$ cat config.mk
export PLATFORM = sky130hd
export DESIGN_NAME = keygen_sequencer
export DESIGN_NICKNAME = d
export VERILOG_FILES = /design/src/rtl/kyber_pkg.sv /design/src/rtl/keygen_sequencer_coeff_sampler.sv /design/src/rtl/keygen_sequencer.sv
export SDC_FILE = /design/constraint.sdc
export NUM_CORES = 2
export LEC_CHECK = 0
export ABC_CLOCK_PERIOD_IN_PS = 9200
export BUFFER_PORTS_ARGS = -buffer_cell sky130_fd_sc_hd__buf_2
export CAP_MARGIN = 40
export CELL_PAD_IN_SITES_DETAIL_PLACEMENT = 1
export CELL_PAD_IN_SITES_GLOBAL_PLACEMENT = 2
export CORE_MARGIN = 4
export CORE_UTILIZATION = 30
export CTS_CLUSTER_SIZE = 25
export DETAILED_ROUTE_END_ITERATION = 6
export GPL_TIMING_DRIVEN = 0
export HOLD_SLACK_MARGIN = 0.1
export MAX_ROUTING_LAYER = met4
export PLACE_DENSITY_LB_ADDON = 0.1
export REMOVE_ABC_BUFFERS = 1
export SETUP_SLACK_MARGIN = 0.02
export SYNTH_ARGS = -nofsm -noshare
export SYNTH_HDL_FRONTEND = slang
export SYNTH_SLANG_ARGS = --single-unit
$ cat constraint.sdc
create_clock -name clk -period 9.2 [get_ports clk]
set_input_delay 1.84 -clock clk [delete_from_list [all_inputs] [get_ports clk]]
set_output_delay 1.84 -clock clk [all_outputs]
set_load 0.1 [all_outputs]
$ cat src/rtl/kyber_pkg.sv
// kyber_pkg: shared Baby Kyber (q=17, n=4, k=2) constants, types and helpers.
// Provides coefficient modulus/sizes, polynomial container types, the key
// generation FSM state enum and a two-step modular reduction helper.
package kyber_pkg;
  localparam int Q = 17;
  localparam int N = 4;
  localparam int K = 2;
  localparam int COEFF_W = 32;
  localparam int CW = $clog2(Q);
  localparam int WORDS = (2 * K + K * K) * N;
  localparam int A_OFS = K * N;
  localparam int E_OFS = A_OFS + K * K * N;
  typedef logic [N-1:0][COEFF_W-1:0] poly_t;
  typedef poly_t [K-1:0] polyvec_t;
  typedef enum logic [1:0] {IDLE, LOAD, MUL, OUT} kg_state_e;
  // Inputs are below 3Q, so two conditional subtracts land in [0,Q).
  function automatic logic [CW-1:0] mod_q(input logic [CW:0] x);
    logic [CW:0] y;
    y = x >= (CW+1)'(Q) ? x - (CW+1)'(Q) : x;
    y = y >= (CW+1)'(Q) ? y - (CW+1)'(Q) : y;
    return CW'(y);
  endfunction
endpackage

$ cat src/rtl/keygen_sequencer_coeff_sampler.sv
// coeff_sampler: maps one random word to a coefficient in [0,Q).
// Ports: word (random word), is_noise (coefficient belongs to s or e),
// coeff (sampled coefficient). With KEYGEN_CBD_NOISE_EN defined, noise
// coefficients use a centered binomial (eta=2) on word[3:0]; otherwise every
// coefficient is word mod Q.
module coeff_sampler
  import kyber_pkg::*;
(
  input  logic [COEFF_W-1:0] word,
  input  logic               is_noise,
  output logic [CW-1:0]      coeff
);
  logic [CW-1:0] uni, cbd;
  assign uni = CW'(word % COEFF_W'(Q));
`ifdef KEYGEN_CBD_NOISE_EN
  logic [2:0] pos, neg;
  assign pos = {2'b0, word[0]} + {2'b0, word[1]};
  assign neg = {2'b0, word[2]} + {2'b0, word[3]};
  // Negative draws wrap to Q-d so -1 -> 16, -2 -> 15.
  assign cbd = pos >= neg ? CW'(pos - neg) : CW'(Q) - CW'(neg - pos);
`else
  assign cbd = uni;
`endif
  assign coeff = is_noise ? cbd : uni;
endmodule

$ cat src/rtl/keygen_sequencer.sv
// keygen_sequencer: Baby Kyber key generation t = A*s + e using one shared
// external polynomial multiplier.
// Ports: clk/rst_n (async active-low reset), start/abort control, busy/done
// status; rnd_valid/rnd_ready/rnd_data random word stream (32 words: s, A, e);
// mul_req/mul_ack/mul_a/mul_b/mul_res multiplier handshake; t_valid/t_ready
// output handshake with t_data (public t) and sk_data (secret s).
// Optional feature macro: KEYGEN_CBD_NOISE_EN (CBD noise sampling for s and e).
module keygen_sequencer
  import kyber_pkg::*;
(
  input  logic                     clk,
  input  logic                     rst_n,
  input  logic                     start,
  input  logic                     abort,
  output logic                     busy,
  output logic                     done,
  input  logic                     rnd_valid,
  input  logic [COEFF_W-1:0]       rnd_data,
  output logic                     rnd_ready,
  output logic                     mul_req,
  output logic [N*COEFF_W-1:0]     mul_a,
  output logic [N*COEFF_W-1:0]     mul_b,
  input  logic                     mul_ack,
  input  logic [N*COEFF_W-1:0]     mul_res,
  output logic                     t_valid,
  input  logic                     t_ready,
  output logic [K*N*COEFF_W-1:0]   t_data,
  output logic [K*N*COEFF_W-1:0]   sk_data
);
  kg_state_e     state;
  logic [4:0]    cnt;
  logic [1:0]    p;
  logic [CW-1:0] mem [WORDS];
  logic [CW-1:0] acc [K][N];
  logic [CW-1:0] t_q [K][N];
  logic [CW-1:0] red [N];
  logic [CW-1:0] nxt [N];
  logic [CW-1:0] coeff;
  logic          noise;
  logic [4:0]    a_base, s_base, e_base;
  poly_t         a_p, b_p, r_p;
  polyvec_t      s_pv, t_pv;
  // Word memory layout follows load order: s at 0, A at A_OFS, e at E_OFS.
  assign noise = cnt < 5'(A_OFS) || cnt >= 5'(E_OFS);
  coeff_sampler u_sampler (.word(rnd_data), .is_noise(noise), .coeff(coeff));
  // Product p selects (i,j) = (p[1], p[0]); A[i][j] sits at A_OFS + 4p.
  assign a_base = 5'(A_OFS) + {1'b0, p, 2'b00};
  assign s_base = {2'b00, p[0], 2'b00};
  assign e_base = 5'(E_OFS) + {2'b00, p[1], 2'b00};
  assign r_p = mul_res;
  always_comb begin
    for (int k = 0; k < N; k++) begin
      a_p[k] = COEFF_W'(mem[a_base + 5'(k)]);
      b_p[k] = COEFF_W'(mem[s_base + 5'(k)]);
      red[k] = CW'(r_p[k] % COEFF_W'(Q));
      nxt[k] = mod_q((CW+1)'(acc[p[1]][k]) + (CW+1)'(red[k]) + (CW+1)'(mem[e_base + 5'(k)]));
    end
    for (int i = 0; i < K; i++)
      for (int k = 0; k < N; k++) begin
        s_pv[i][k] = COEFF_W'(mem[5'(i * N + k)]);
        t_pv[i][k] = COEFF_W'(t_q[i][k]);
      end
  end
  assign mul_a = a_p;
  assign mul_b = b_p;
  assign sk_data = s_pv;
  assign t_data = t_pv;
  always_ff @(posedge clk or negedge rst_n)
    if (!rst_n) begin
      state <= IDLE;
      cnt <= '0;
      p <= '0;
      busy <= 1'b0;
      done <= 1'b0;
      rnd_ready <= 1'b0;
      mul_req <= 1'b0;
      t_valid <= 1'b0;
      for (int n = 0; n < WORDS; n++) mem[n] <= '0;
      for (int i = 0; i < K; i++)
        for (int k = 0; k < N; k++) begin
          acc[i][k] <= '0;
          t_q[i][k] <= '0;
        end
    end else if (abort) begin
      // Abort outranks any same-cycle mul_ack or t_ready, so nothing commits.
      state <= IDLE;
      cnt <= '0;
      p <= '0;
      busy <= 1'b0;
      done <= 1'b0;
      rnd_ready <= 1'b0;
      mul_req <= 1'b0;
      t_valid <= 1'b0;
      for (int i = 0; i < K; i++)
        for (int k = 0; k < N; k++) acc[i][k] <= '0;
    end else begin
      done <= 1'b0;
      case (state)
        IDLE: begin
          cnt <= '0;
          p <= '0;
          for (int i = 0; i < K; i++)
            for (int k = 0; k < N; k++) acc[i][k] <= '0;
          if (start) begin
            state <= LOAD;
            busy <= 1'b1;
            rnd_ready <= 1'b1;
          end
        end
        LOAD: if (rnd_valid) begin
          mem[cnt] <= coeff;
          cnt <= cnt + 5'd1;
          if (cnt == 5'(WORDS - 1)) begin
            state <= MUL;
            rnd_ready <= 1'b0;
            mul_req <= 1'b1;
          end
        end
        MUL: if (mul_ack) begin
          // j=0 seeds the row accumulator; j=1 finishes t[i] including e[i].
          for (int k = 0; k < N; k++)
            if (p[0]) t_q[p[1]][k] <= nxt[k];
            else acc[p[1]][k] <= red[k];
          p <= p + 2'd1;
          if (p == 2'd3) begin
            state <= OUT;
            mul_req <= 1'b0;
            t_valid <= 1'b1;
          end
        end
        OUT: if (t_ready) begin
          state <= IDLE;
          t_valid <= 1'b0;
          busy <= 1'b0;
          done <= 1'b1;
        end
        default: state <= IDLE;
      endcase
    end
endmodule

==> impl_metrics.json <==
{
  "synth_ff_type": "dfrtp_1",
  "synth-simple-area-share": 0.221,
  "yosys.area_share.adder": 0.0321,
  "track_usage": 0.194,
  "start_util": 0.303,
  "ios": 940,
  "violations": "negative setup slack",
  "yosysSeqAreaShare": 0.140,
  "die_h_um": 397,
  "period_share": 2.15,
  "crit_path_end_kind": "flip-flop",
  "max-slew-margin-rel": 0.392,
  "finalSetupViolations": 240,
  "htreeDepth": 1,
  "die_x_um": 397,
  "routed_wl_um": 169000,
  "netlist_area_um2": 45500,
  "nets": 6841,
  "tightest_slew_ps": 905,
  "synth_top_family_by_area": "compound AO/OA/AOI/OAI gates",
  "cts_tree": "built",
  "ant_nets": 0,
  "crit_arrival_ps": 20190,
  "first_pass_iters": 5,
  "status": "finished with violations",
  "cap_violations": 0,
  "grt_max_degree": 111,
  "fmax_mhz": 50.6,
  "antenna_found_initial": 22,
  "dp_hpwl_um": 120000,
  "wl_per_cell_um": 19.6,
  "clk_latency_ps": 590,
  "startpoint_type": "primary input",
  "synth_area_per_cell_um2": 7.88,
  "dr_total_vias": 46400,
  "layout-area-overhead-vs-synth_pct": 35.3,
  "grt_first_pass_wirelength_um": 254000,
  "synthArstFlopShare": 1.00,
  "hp-class": "reg2reg",
  "grt_pass1_vias": 46100,
  "rsz0062_at_grt": "true",
  "clock_sinks": 254,
  "synth_edf_count": 0,
  "dp_worst_setup_slack_ps": -15590,
  "place.gp.congestion": 0.826,
  "drtIter0Drc": 1940,
  "rr_worst_depth": 24,
  "max-clock-path-buffers": 3,
  "crit_fanout": 8,
  "root_buffer": "clkbuf_16",
  "slowest_delay_ps": 570,
  "numCtsBuffers": 31,
  "drt-vias-per-instance": 5.37,
  "setup_ws_ps": -10550,
  "ys_seq_elements": 254,
  "die_area_um2": 158000,
  "synthCells": 5773,
  "synth_xor_area_frac": 0.0334,
  "synth_cell_type_count": 193,
  "overflow": 0,
  "drive_above_1_share": 0.406,
  "multi_input_area_um2": 43000,
  "finClkSkew_ps": 24.7,
  "coreArea_um2": 150000,
  "min_period_ps": 19750,
  "slew_violations": 0,
  "hold_violations": 0,
  "crit_slowest_cell": "or4b_4",
  "path_class": "in2reg",
  "fillers": 17600,
  "seq_area_um2": 6360,
  "portBuffers": 291,
  "synth_compound_area_frac": 0.335,
  "drc": 0,
  "num_rows": 142,
  "clk_pin_slew_ps": 60,
  "worstPathRequired_ps": 9650,
  "yosysWarnings": 0,
  "muxShareOfSynthArea": 0.0800,
  "hold_path_depth": 2
}
[cell usage in the layout, fill, tap and decap left out, types with 54 or more instances in the layout]
cell      instances
o211ai_1        103
a31oi_1          54
xnor2_1          66
o21a_1           54
nand3_1         107
o21ai_0         163
a21oi_1         188
mux2_2          123
mux2i_1          61
conb_1          648
nand2_1         433
a21oi_2          61
inv_1           175
o21ai_1         118
buf_2           259
buf_4           687
nand2b_1         54
and2_1           56
nor2_1          350
nor3_1          106
a21o_1           64
dfrtp_1         252
[cells in the mapped netlist, types with 33 or more instances]
cell type,count,area share
o21a_1,65,0.011
o22ai_1,52,0.0072
nand3_1,129,0.014
xnor2_1,115,0.022
xor2_1,33,0.0064
a211o_1,46,0.0089
a21oi_1,266,0.029
clkbuf_1,113,0.0093
and2_1,78,0.011
a21o_1,77,0.013
a211oi_1,69,0.011
nor2b_1,39,0.0054
buf_4,697,0.12
a31oi_1,82,0.011
inv_1,180,0.015
and3_1,50,0.0069
o21ai_0,225,0.025
o211a_1,48,0.011
buf_2,51,0.0056
o21ai_1,108,0.012
nand4_1,50,0.0069
nor2_1,417,0.034
a22o_1,40,0.0077
mux2_2,164,0.041
or3_1,55,0.0076
o211ai_1,103,0.017
mux2i_1,102,0.022
nor3_1,154,0.017
dfrtp_1,254,0.14
nor4_1,57,0.0078
o31a_1,33,0.0064
or2_2,39,0.0054
nand2_1,467,0.039
ha_1,62,0.017
o31ai_1,50,0.0083
nand2b_1,67,0.0092
[per-layer routing]
layer / vias to the layer above / wire [um] / global-route usage
met1: 23300 / 76200 / 0.251
li1: 22200 / - / -
met2: 724 / 85900 / 0.339
met3: 131 / 4780 / 0.0145
met4: 0 / 2040 / 0.0275
met5: - / 0 / -
[final cells by class]
type,count,share of cell area
antenna,13,0.000529
clock buffer,45,0.0141
clock inverter,10,0.00201
inverter,189,0.0115
multi-input combinational,5069,0.698
sequential,254,0.103
tap,2016,0.0410
timing repair buffer,1043,0.129
[cell families after synthesis]
logic type                 Yosys count
other                                1
xor gates and xnor gates           160
AOI/OAI and AO/OA                 1956
buffers and inverters             1105
and+or+nand+nor                   1884
adders and majority gates          106
DFF                                254
muxes                              307
[registers in the layout (all words and copies together), names as in the netlist]
| name | cells |
|---|---|
| sk_data | 40 |
| acc | 40 |
| p | 2 |
| t_valid | 1 |
| busy | 1 |
| rnd_ready | 1 |
| mul_req | 1 |
| done | 1 |
| mem | 120 |
| state | 2 |
| t_data | 40 |
| cnt | 5 |
[stage by stage]
stage	setup TNS [ps]	instance area [um2]	std cells	hold slack [ps]	util
floorplan	-1932100	41400	5504	445	-
CTS	-2245590	54800	8257	481	0.365
global placement	-2994220	45400	7811	458	0.302
finish	-1855520	61500	8639	476	0.409
global route	-2030600	61500	8639	501	0.409
detailed placement	-2720640	45800	7831	468	0.305
[repair_timing]
item | 4_1_cts | 5_1_grt
endpoints found under the setup margin | 240 | 240
hold buffers | 0 | 0
gates resized for setup | 961 | 757
gates cloned | 5 | 7
pin swaps | 338 | 406
setup buffers | 367 | 368
[worst paths after layout]
kind | to | slack [ps] | start
worst max register to register | t_data[98]$_DFFE_PN0P_ | 3410 | p[1]$_DFFE_PN0P_
min in group asynchronous | t_data[34]$_DFFE_PN0P_ | 1170 | rst_n
worst min-delay path | mem[69]$_DFFE_PN0P_ | 480 | mem[69]$_DFFE_PN0P_
worst min register to register | mem[69]$_DFFE_PN0P_ | 480 | mem[69]$_DFFE_PN0P_
worst max-delay path | t_data[67]$_DFFE_PN0P_ | -10550 | mul_res[95]
max in group asynchronous | t_data[1]$_DFFE_PN0P_ | 7020 | rst_n
[worst max-delay path: cells and delay by family]
| family | cells | cell delay [ps] |
|---|---|---|
| AO/OA/AOI/OAI | 38 | 8930 |
| AND/OR/NAND/NOR | 20 | 4600 |
| buffers and inverters | 14 | 2160 |
| adder cells (fa/ha/maj) | 5 | 1470 |
| multiplexers | 3 | 680 |
| XOR/XNOR | 3 | 480 |
Power is left out: the tool's default activity adds up to more than one toggle a clock period on the data nets, which glitch-free logic cannot reach.
